### src/rtl/mem_arbiter.sv
// -----------------------------------------------------------------------------
// mem_arbiter
// Shares one single-port memory between instruction fetch (IF) and data
// access (DM). The block serialises requests, runs each access for a fixed
// MEM_LAT cycles and returns a one-cycle ack together with the read data.
// The core stalls while x_req & ~x_ack.
//
// Handshake: a requester raises x_req and holds it, with its address and data
// stable, until x_ack. The ack is a one-cycle pulse. A req seen in the cycle
// after an ack is a new request. Inputs are latched at grant, so later changes
// are ignored. A req dropped before its ack still completes and still acks.
//
// Optional feature: define ARB_FAIR_EN to alternate the grant on simultaneous
// requests (the port that did not win last time wins). Without it, DM always
// beats IF.
//
// Parameters: ADDR_W (address width), DATA_W (data width),
//             MEM_LAT (access cycles, 1..15)
// Ports:
//   clk, rst_n                    clock, async active-low reset
//   if_req/if_addr                fetch request in
//   if_ack/if_rdata               fetch ack pulse and instruction out
//   dm_req/dm_we/dm_addr/dm_wdata data request in
//   dm_ack/dm_rdata               data ack pulse and load data out
//   mem_en/mem_we/mem_addr/mem_wdata  memory control out
//   mem_rdata                     memory read data in (valid in last ACCESS cycle)
//   busy                          high in ACCESS and RESP
//   state_dbg                     current FSM state (0 IDLE, 1 ACCESS, 2 RESP)
// -----------------------------------------------------------------------------
module mem_arbiter #(
    parameter int ADDR_W  = 32,
    parameter int DATA_W  = 32,
    parameter int MEM_LAT = 2
) (
    input  logic              clk,
    input  logic              rst_n,
    input  logic              if_req,
    input  logic [ADDR_W-1:0] if_addr,
    output logic              if_ack,
    output logic [DATA_W-1:0] if_rdata,
    input  logic              dm_req,
    input  logic              dm_we,
    input  logic [ADDR_W-1:0] dm_addr,
    input  logic [DATA_W-1:0] dm_wdata,
    output logic              dm_ack,
    output logic [DATA_W-1:0] dm_rdata,
    output logic              mem_en,
    output logic              mem_we,
    output logic [ADDR_W-1:0] mem_addr,
    output logic [DATA_W-1:0] mem_wdata,
    input  logic [DATA_W-1:0] mem_rdata,
    output logic              busy,
    output logic [1:0]        state_dbg
);

    if (MEM_LAT < 1 || MEM_LAT > 15) begin : g_bad_lat
        $error("mem_arbiter: MEM_LAT must be in 1..15");
    end

    typedef enum logic [1:0] {
        S_IDLE   = 2'd0,
        S_ACCESS = 2'd1,
        S_RESP   = 2'd2
    } state_t;

    localparam logic OWN_IF = 1'b0;
    localparam logic OWN_DM = 1'b1;

    state_t      state_q, state_d;
    logic [3:0]  cnt_q;
    logic        owner_q;
    logic        last_owner_q;
    logic        we_q;
    logic        any_req;
    logic        winner;

    assign any_req   = if_req | dm_req;
    assign state_dbg = state_q;

    // Grant decision, only used in IDLE.
    always_comb begin
        winner = OWN_IF;
`ifdef ARB_FAIR_EN
        if (if_req && dm_req) begin
            winner = ~last_owner_q;
        end else begin
            winner = dm_req ? OWN_DM : OWN_IF;
        end
`else
        // DM holds the older instruction, so it always goes first.
        winner = dm_req ? OWN_DM : OWN_IF;
`endif
    end

    // State register
    always_ff @(posedge clk or negedge rst_n) begin
        if (!rst_n) begin
            state_q <= S_IDLE;
        end else begin
            state_q <= state_d;
        end
    end

    // Next-state logic
    always_comb begin
        state_d = state_q;
        case (state_q)
            S_IDLE:   if (any_req) state_d = S_ACCESS;
            S_ACCESS: if (cnt_q == 4'd0) state_d = S_RESP;
            S_RESP:   state_d = S_IDLE;
            default:  state_d = S_IDLE;
        endcase
    end

    // Outputs decode from the state register so a reset drops them at once.
    always_comb begin
        mem_en = (state_q == S_ACCESS);
        mem_we = (state_q == S_ACCESS) && we_q;
        busy   = (state_q == S_ACCESS) || (state_q == S_RESP);
        if_ack = (state_q == S_RESP) && (owner_q == OWN_IF);
        dm_ack = (state_q == S_RESP) && (owner_q == OWN_DM);
    end

    // Grant latch, access counter and read-data capture.
    always_ff @(posedge clk or negedge rst_n) begin
        if (!rst_n) begin
            cnt_q        <= 4'd0;
            owner_q      <= OWN_IF;
            last_owner_q <= OWN_IF;
            we_q         <= 1'b0;
            mem_addr     <= '0;
            mem_wdata    <= '0;
            if_rdata     <= '0;
            dm_rdata     <= '0;
        end else begin
            case (state_q)
                S_IDLE: begin
                    if (any_req) begin
                        owner_q      <= winner;
                        last_owner_q <= winner;
                        cnt_q        <= 4'(MEM_LAT - 1);
                        if (winner == OWN_DM) begin
                            we_q      <= dm_we;
                            mem_addr  <= dm_addr;
                            mem_wdata <= dm_wdata;
                        end else begin
                            we_q      <= 1'b0;
                            mem_addr  <= if_addr;
                            mem_wdata <= '0;
                        end
                    end
                end
                S_ACCESS: begin
                    if (cnt_q != 4'd0) begin
                        cnt_q <= cnt_q - 4'd1;
                    end else if (!we_q) begin
                        // Last access cycle: memory data is valid now.
                        if (owner_q == OWN_DM) begin
                            dm_rdata <= mem_rdata;
                        end else begin
                            if_rdata <= mem_rdata;
                        end
                    end
                end
                default: ;
            endcase
        end
    end

endmodule
### config.mk
export PLATFORM = sky130hd
export DESIGN_NAME = mem_arbiter
export DESIGN_NICKNAME = d
export VERILOG_FILES = /design/src/rtl/mem_arbiter.sv
export SDC_FILE = /design/constraint.sdc
export NUM_CORES = 1
export LEC_CHECK = 0
export ABC_AREA = 1
export CORE_MARGIN = 10
export CORE_UTILIZATION = 45
export CTS_CLUSTER_DIAMETER = 50
export DETAILED_ROUTE_END_ITERATION = 8
export PLACE_DENSITY_LB_ADDON = 0.3
export SYNTH_ARGS = -nofsm -noshare
export SYNTH_HDL_FRONTEND = slang
export SYNTH_SLANG_ARGS = --single-unit
### constraint.sdc
create_clock -name clk -period 4.38 [get_ports clk]
set_input_delay 0.876 -clock clk [delete_from_list [all_inputs] [get_ports clk]]
set_output_delay 0.876 -clock clk [all_outputs]
set_load 0.02 [all_outputs]
==> qor.csv <==
metric,value,unit
pre_cts_ws,1850,ps
drt_first_pass_iters,4,
path_max_fanout,9,
worstSetupPathType,flip-flop to output pin,
n_antenna_cell,0,
via_per_inst,4.92,
synth-xor-area-share,0.153,%
setup_violations,0,
p_leak,4.16,nW
critPathLaunchType,flip-flop,
synth_seq_cells,136,
grt_pass1_wl,29.8,mm
status,finished clean,
grt_pass1_vias,5520,
coreArea,0.0125,sq mm
end_kind,output pin,
p_total,7.41,mW
finalMaxSlewViolations,0,
peakVddDrop,464,uV
worstSkewPairLatency,410,ps
stdcell_area,0.00909,sq mm
synth_compound_area_share,14.5,%
path_clk_slew,60,ps
synth_mux_area_share,0,%
syn_area,0.00572,sq mm
dp.cells,1027,
cts_tree,built,
antenna_left,0,
cts-htree-levels,4,
die_w,133,microns
seq_area,0.00340,sq mm
arrival,2090,ps
synth_edf_count,0,
fin_nets,1012,
cts_made_buffers,17,
clockRootBuffer,clkbuf_16,
seq_area_frac_synth,59.5,%
power_density,815,mW/mm^2
syn_to_final_growth,58.9,%
synth_fa_ha_area_share,1.09,%
multi_input_area,0.00193,sq mm
row_count,41,
clock_sinks,136,
hold_violations,0,
yosys.area_share.simple,17.9,%
cts_buffer_depth,2,
yosysWarningCount,0,
dp_hpwl,13.7,mm
worstPathRequired,3500,ps
drive_above_1_share,7.10,%
rsz0062_at_grt,no,
slew_headroom,29.5,%
dr_total_vias,5213,
syn_nets,758,
start_util,45.7,%
detail_route.wirelength,18.7,mm
fill_cells,934,
fin_setup_tns,0,ps
holdPathStages,2,
layout.cells.non_filler,1059,
whs,479,ps
io_pins,268,
worstMarginPinSlew,1060,ps
post_cts_buffers,0,
min_period,2970,ps
io_buffer_count,267,
die_height,133,microns
cts_hold_buf,0,
period_share,67.7,%
synth_top_family_by_area,simple AND/OR/NAND/NOR gates,
antenna_found_initial,0,
postSynth.asyncResetShare,100,%
avgSynthCellArea,9.23,sq um
gp_congestion,0.812,
yosys.cell_types.count,23,
final_core_util,72.6,%
syn-instance-count,620,
fin_ws,1410,ps
grt.overflow.total,0,
fmax,337,MHz
reg2reg_depth,6,
track_usage,21.2,%
postCtsResizedCells,0,
place_area,0.00843,sq mm
drtIter0Drc,371,
remaining_drc_errors,0,
grt_start_max_net_pins,102,
die_area,0.0176,sq mm
synth_ff_type,dfrtp_1,
wl_per_cell,17.7,microns
skew,7.49,ps
max_cap_violations,0,
hold_path.class,flip-flop to flip-flop,
[sequential cells by signal, indices dropped and copies added (netlist names)]
signal and cells:
state_dbg 2, dm_rdata 32, we_q 1, owner_q 1, if_rdata 32, cnt_q 4
mem_addr 32, mem_wdata 32
[cells by family (layout without fill, tap and decap cells)]
| family | Yosys count | count (layout) |
|---|---|---|
| and+or+nand+nor | 259 | 259 |
| AOI/OAI and AO/OA | 137 | 137 |
| adders and majority gates | 5 | 5 |
| xor gates and xnor gates | 1 | 1 |
| DFF | 136 | 136 |
| buffers and inverters | 82 | 349 |
[synthesized netlist by cell type (3+ instances only)]
library cell | count | area, sq um
dfrtp_1 | 136 | 3400
o31ai_1 | 32 | 240
inv_1 | 43 | 161
buf_4 | 3 | 22.5
buf_2 | 23 | 115
clkbuf_1 | 5 | 18.8
o21ai_2 | 17 | 149
nand2_1 | 180 | 676
ha_1 | 5 | 62.6
nand3_1 | 5 | 25.0
buf_6 | 6 | 67.6
nor2_1 | 68 | 255
o21ai_1 | 48 | 240
o21ai_0 | 39 | 195
[worst paths after layout]
check | slack, ps | endpoint | from
max | 1410 | mem_we | state_dbg[1]
min | 480 | dm_rdata[1] | dm_rdata[1]
max reg2reg | 2200 | dm_rdata[31] | state_dbg[1]
min reg2reg | 480 | dm_rdata[1] | dm_rdata[1]
max in group asynchronous | 2950 | mem_wdata[10] | rst_n
min in group asynchronous | 560 | if_rdata[7] | rst_n
[critical path, stage by stage, from the launching register on]
cell	delay, ps
dfrtp_1	410
inv_1	90
ha_1	360
nand2_1	100
inv_1	100
clkdlybuf4s50_1	610
[cells in the final DEF (no fill, tap or decap), types with 2 or more instances in the layout]
cell and n:
clkdlybuf4s50_1 265, dfrtp_1 136, inv_2 2, nor2_1 68, o21ai_0 39, bufinv_16 5
ha_1 5, buf_4 5, o21ai_1 48, clkinv_2 2, clkinvlp_4 2, clkbuf_16 17
inv_1 43, o21ai_2 16, nand2_1 180, clkbuf_8 3, o31ai_1 32, nand3_1 5
[where the power goes]
| group | total [mW] | switching, mW | internal, mW |
|---|---|---|---|
| registers | 2.27 | 0.373 | 1.89 |
| logic | 3.54 | 1.98 | 1.57 |
| clock network | 1.60 | 0.540 | 1.06 |
[cell type report]
cell class              instances  share of cell area (%)
clock buffers                  21                    5.17
repair buffers                272                    29.8
multi-input cells             402                    21.3
flip-flops and latches        136                    37.4
inverters                      45                    1.86
clock inverters                11                    2.12
well taps                     172                    2.37
[layer usage]
metal  global-route usage [%]  part of all wire (%)  wire length [microns]
met1                     23.7                    40                   7450
met4                     7.76                   2.2                    410
met2                     34.2                    47                   8790
met3                     10.6                    11                   2060
met5                        0                     0                      0
Power figures use the tool's default switching activity.
==> RTL edit 1, RTL diff (same flow settings) <==
Set the parameter `ADDR_W` to 64 (it was 32).
--- a/src/rtl/mem_arbiter.sv
+++ b/src/rtl/mem_arbiter.sv
@@ -30,3 +30,3 @@
 module mem_arbiter #(
-    parameter int ADDR_W  = 32,
+    parameter int ADDR_W  = 64,
     parameter int DATA_W  = 32,
Ports: changed (resized dm_addr, if_addr and mem_addr); port bits go from 268 to 364. The function was not compared with the original's and may differ.
==> RTL edit 1 against the original RTL <==
Sequential cell count is 32 higher; worst setup slack improved by 0.015 ns; utilization is essentially flat; combinational power is 26% higher; total power increased by 18%; cell area is 26% higher; synthesized area increased by 27%; final cell count is 29% higher; routed wire length grew 36%.
==> RTL edit 1: results (changes against the original RTL) <==
Status
  – Status: finished clean

Layout
  – Top reg by flops: mem_addr
  – Max reg flops: 64
  – Share of cells above drive strength 1: 5.59% (-1.5 points)
  – Final #Nets: 1334 (+32%)

Logic synthesis
  – Post-Syn Nets: 997 (+32%)
  – Mapped cell area: 7240 um^2 (+27%)
  – Count of cell types in the netlist: 22 (-4.3%)
  – FFs w/ async S/R, synth: 100% (unchanged)
  – Seq/Total Area, Yosys: 58.1% (-1.4 points)
  – Ys Warns: 0 (unchanged)
  – Main synth FF type: dfrtp_1
  – Synth cell count leaders: 213 x nand2_1, 168 x dfrtp_1, 133 x nor2_1, 68 x o21ai_0, 64 x o31ai_1
  – Area contributors post-synth: dfrtp_1 58%, nand2_1 11%, nor2_1 6.9%

Route
  – Via-to-Cell Ratio: 4.87 (-1.0%)
  – WL final: 25500 um (+36%)
  – DR pass1 iterations: 5 (+1)
  – DR iter-0 viols: 414 (+12%)

Clock network
  – Longest Clk Path Bufs: 2 (unchanged)
  – Htree depth: 4 (unchanged)
  – CTS buffer count: 17 (unchanged)
  – Gates resized, CTS repair: 0 (unchanged)
  – Root Buffer: clkbuf_16
  – Clock latency on the worst-skew pair: 0.43 ns (+0.02 ns)
  – Clock slew at reported path FFs: 0.06 ns (about the same)
  – Post-CTS setup buffers: 0 (unchanged)

Hold path
  – Hold Path Cell Cnt: 2 (unchanged)
  – Min-delay worst type: reg2reg

Worst setup path
  – Reg2reg path depth: 7 (+1)
  – Critical Path AT: 2.07 ns (-0.02 ns)
  – Crit path max fanout: 9 (unchanged)

Global routing
  – Number of global-route vias before repair: 6892 (+25%)
  – Largest net degree at the start of global routing: 116 (+14%)
  – First-pass GRT wire length: 39400 um (+32%)
  – Gr usage total: 23.4% (+2.2 points)
  – Initial antenna violation count: 5 (+5)

STA
  – Worst-Margin Slew: 0.819 ns (-0.237 ns)
  – Final number of setup-violating endpoints: 0 (unchanged)
  – Clock Skews: 0.00800 ns (+0.000506 ns)

Power and ir drop
  – Peak VDD IR: 0.364 mV (-22%)
  – Leak: 5.17 nW (+24%)

Place
  – GP Congestion: 0.824 (+1.5%)
  – Port bufs: 363 (+36%)
  – HPWL Detailed: 19200 um (+40%)
RTL edit 1: cell types whose count changed after synthesis, sizes merged:
cell / unedited run / this run
nor2: 70 / 134
dfrtp: 136 / 168
nand2: 181 / 213
o31ai: 32 / 64
clkbuf: 5 / 14
buf: 32 / 38
RTL edit 1: where the power goes:
| part | switching, W | leakage (nW) | internal, W |
|---|---|---|---|
| Clock | 0.000627 | 0.283 | 0.000887 |
| Sequential | 0.000438 | 2.07 | 0.00234 |
| Combinational | 0.00249 | 2.81 | 0.00198 |
| Total | 0.00356 | 5.17 | 0.00521 |
RTL edit 1: layer usage:
metal  vias up  wire length (um)  GRT usage [%]
met5         -                38              0
met4         6               730           9.11
met3        47              2640           10.9
met2       277             12800           40.4
met1      3063              9320           24.2
li1       3251                 -              -
RTL edit 1: path summary, 6_finish.rpt:
kind,to,slack (ns),start
max in group asynchronous,mem_addr[4]$_DFFE_PN0P_,2.95,rst_n
worst max-delay path,mem_we,1.43,state_dbg[1]$_DFFE_PN0P_
worst max register to register,if_rdata[6]$_DFFE_PN0P_,1.94,state_dbg[1]$_DFFE_PN0P_
min in group asynchronous,if_rdata[29]$_DFFE_PN0P_,0.51,rst_n
worst min register to register,mem_wdata[5]$_DFFE_PN0P_,0.48,mem_wdata[5]$_DFFE_PN0P_
worst min-delay path,mem_wdata[5]$_DFFE_PN0P_,0.48,mem_wdata[5]$_DFFE_PN0P_
RTL edit 1: critical path: stages (launching register included):
cell,delay [ns]
dfrtp_1,0.43
inv_1,0.10
ha_1,0.35
nand2_1,0.11
inv_1,0.07
clkdlybuf4s50_1,0.60
RTL edit 1: metrics by stage:
step / area [um^2] / hold WS, ns / setup slack (ns) / std cells / utilization (%)
detailed placement: 10900 / 0.467 / 1.66 / 1329 / 68.8
finish: 11500 / 0.480 / 1.43 / 1364 / 72.6
global route: 11500 / 0.504 / 1.34 / 1361 / 72.6
global placement: 10900 / 0.463 / 1.71 / 1329 / 68.8
CTS: 11500 / 0.483 / 1.41 / 1361 / 72.6
floorplan: 7240 / 0.449 / 2.31 / 795 / -
RTL edit 1: cell type report:
| cell class | count | area, um^2 |
|---|---|---|
| Antenna cell | 3 | 7.51 |
| Clock inverter | 10 | 119 |
| Inverter | 45 | 169 |
| Fill cell | 1180 | 4330 |
| Timing Repair Buffer | 370 | 3710 |
| Multi-Input combinational cell | 530 | 2540 |
| Sequential cell | 168 | 4200 |
| Clock buffer | 22 | 474 |
| Tap cell | 216 | 270 |
RTL edit 1: logic make-up (layout without fill, tap and decap cells):
kind of cell / after synthesis / after routing / share of synthesized area, %
compound gates: 169 / 169 / 15.1
xor+xnor: 1 / 1 / 0.121
fa+ha+maj: 5 / 5 / 0.864
buf+inv: 97 / 447 / 6.86
flops: 168 / 168 / 58.1
other cells: 0 / 3 / 0
simple gates: 355 / 355 / 19.0
==> RTL edit 2, RTL diff (same settings) <==
Without the edit above. Put one more register stage on the output `state_dbg`, cleared by the reset. The value now appears one clock later. The other outputs are not delayed to match.
--- a/src/rtl/mem_arbiter.sv
+++ b/src/rtl/mem_arbiter.sv
@@ -77,3 +77,9 @@
     assign any_req   = if_req | dm_req;
-    assign state_dbg = state_q;
+    always_ff @(posedge clk or negedge rst_n) begin
+        if (!rst_n) begin
+            state_dbg <= '0;
+        end else begin
+            state_dbg <= state_q;
+        end
+    end
 
Formal check against the unedited RTL: not equivalent (Yosys sat finds a counterexample within 4 cycles, from zero or initial values and one cycle with rst_n low).
==> RTL edit 2 against the original RTL <==
Worst hold slack lost 0.021 ns; routed wire length fell by 1.7%; total power barely moved; synthesized area grew 0.87%; sequential cell count grew 2; cell area is 0.43% higher; worst setup slack better by 0.0074 ns; largest cell class unchanged; highest routed layer unchanged.
==> RTL edit 2: results (changes against the original RTL) <==
Status
  – Status: finished clean

Place
  – Placed Area: 8470 um^2 (+0.50%)
  – Placed insts: 1028 (+0.097%)
  – HPWL Detailed: 13800 um (+0.83%)
  – Worst slack, placed: 1.57 ns (-0.283 ns)
  – Port bufs: 267 (unchanged)
  – GP Congestion: 0.785 (-3.3%)

Power and ir drop
  – NetSw: 0.00290 W (+0.14%)
  – Peak VDD IR: 0.336 mV (-28%)
  – Power density over cell area: 811 nW/um^2 (-0.44%)
  – Flop pwr share: 31.0% (+0.4 points)

Global routing
  – Met1 GRT Util: 24.3% (+0.64 points)
  – Initial antenna violation count: 1 (+1)
  – Met2 Use GR: 33.0% (-1.2 points)
  – Met3 usage: 9.74% (-0.90 points)
  – Largest net degree at the start of global routing: 120 (+18%)
  – Gr usage total: 20.7% (-0.48 points)
  – First-pass GRT wire length: 29400 um (-1.3%)
  – Number of global-route vias before repair: 5498 (-0.40%)

Layout
  – Fill cells: 898 (-3.9%)
  – Sequential cell area share: 37.8% (+0.39 points)
  – Share of cells above drive strength 1: 6.98% (-0.12 points)
  – Clk tree area frac: 7.19% (-0.10 points)
  – Data buffer area share: 29.6% (-0.21 points)
  – Clk_buf instances: 19 (-9.5%)
  – ANT cells: 1 (+1)
  – Fin area: 9130 um^2 (+0.43%)
  – Non-Clock Buffer Count: 271 (-0.37%)

Logic synthesis
  – Area contributors post-synth: dfrtp_1 60%, nand2_1 12%, nor2_1 4.4%
  – Synth cell count leaders: 180 x nand2_1, 138 x dfrtp_1, 68 x nor2_1, 48 x o21ai_1, 43 x inv_1
  – Cells after Synth: 622 (+0.32%)
  – Post-Syn Nets: 760 (+0.26%)
  – Compound-Gate Fraction of Synth Area: 14.4% (-0.13 points)
  – Synth Area in XOR/XNOR: 0.152% (-0.0013 points)
  – #FFs+latches synth: 138 (+1.5%)
  – Post-Synth Adder-Cell Area: 1.08% (-0.0095 points)
  – Seq/Total Area, Yosys: 59.8% (+0.35 points)

STA
  – Slew HR: 29.5% (-0.036 points)

Route
  – Vias: 5218 (+0.096%)
  – DR iter-0 viols: 329 (-11%)
  – Wire length per cell: 17.3 um (-1.9%)
  – Met3 WL: 1940 um (-6.0%)
  – DR pass1 iterations: 5 (+1)
  – Wl on met1: 7370 um (-1.0%)
  – WL final: 18400 um (-1.7%)

Worst setup path
  – CP peak stage delay: 0.63 ns (+0.02 ns)

Clock network
  – Post-CTS setup buffers: 0 (unchanged)
  – Htree depth: 4 (unchanged)
==> RTL edit 2: cell count changes after synthesis, sizes merged <==
cell | before | now
dfrtp | 136 | 138
==> RTL edit 2: final timing paths <==
kind | to | depth (start not counted) | startpoint | slack (ns)
worst min register to register | state_dbg[0]$_DFF_PN0_ | 0 | state_q[0]$_DFFE_PN0P_ | 0.46
min in group asynchronous | dm_rdata[11]$_DFFE_PN0P_ | 1 | rst_n | 0.63
worst min-delay path | state_dbg[0]$_DFF_PN0_ | 0 | state_q[0]$_DFFE_PN0P_ | 0.46
worst max register to register | if_rdata[22]$_DFFE_PN0P_ | 7 | state_q[1]$_DFFE_PN0P_ | 2.19
max in group asynchronous | dm_rdata[23]$_DFFE_PN0P_ | 2 | rst_n | 2.82
worst max-delay path | mem_we | 5 | state_q[1]$_DFFE_PN0P_ | 1.42
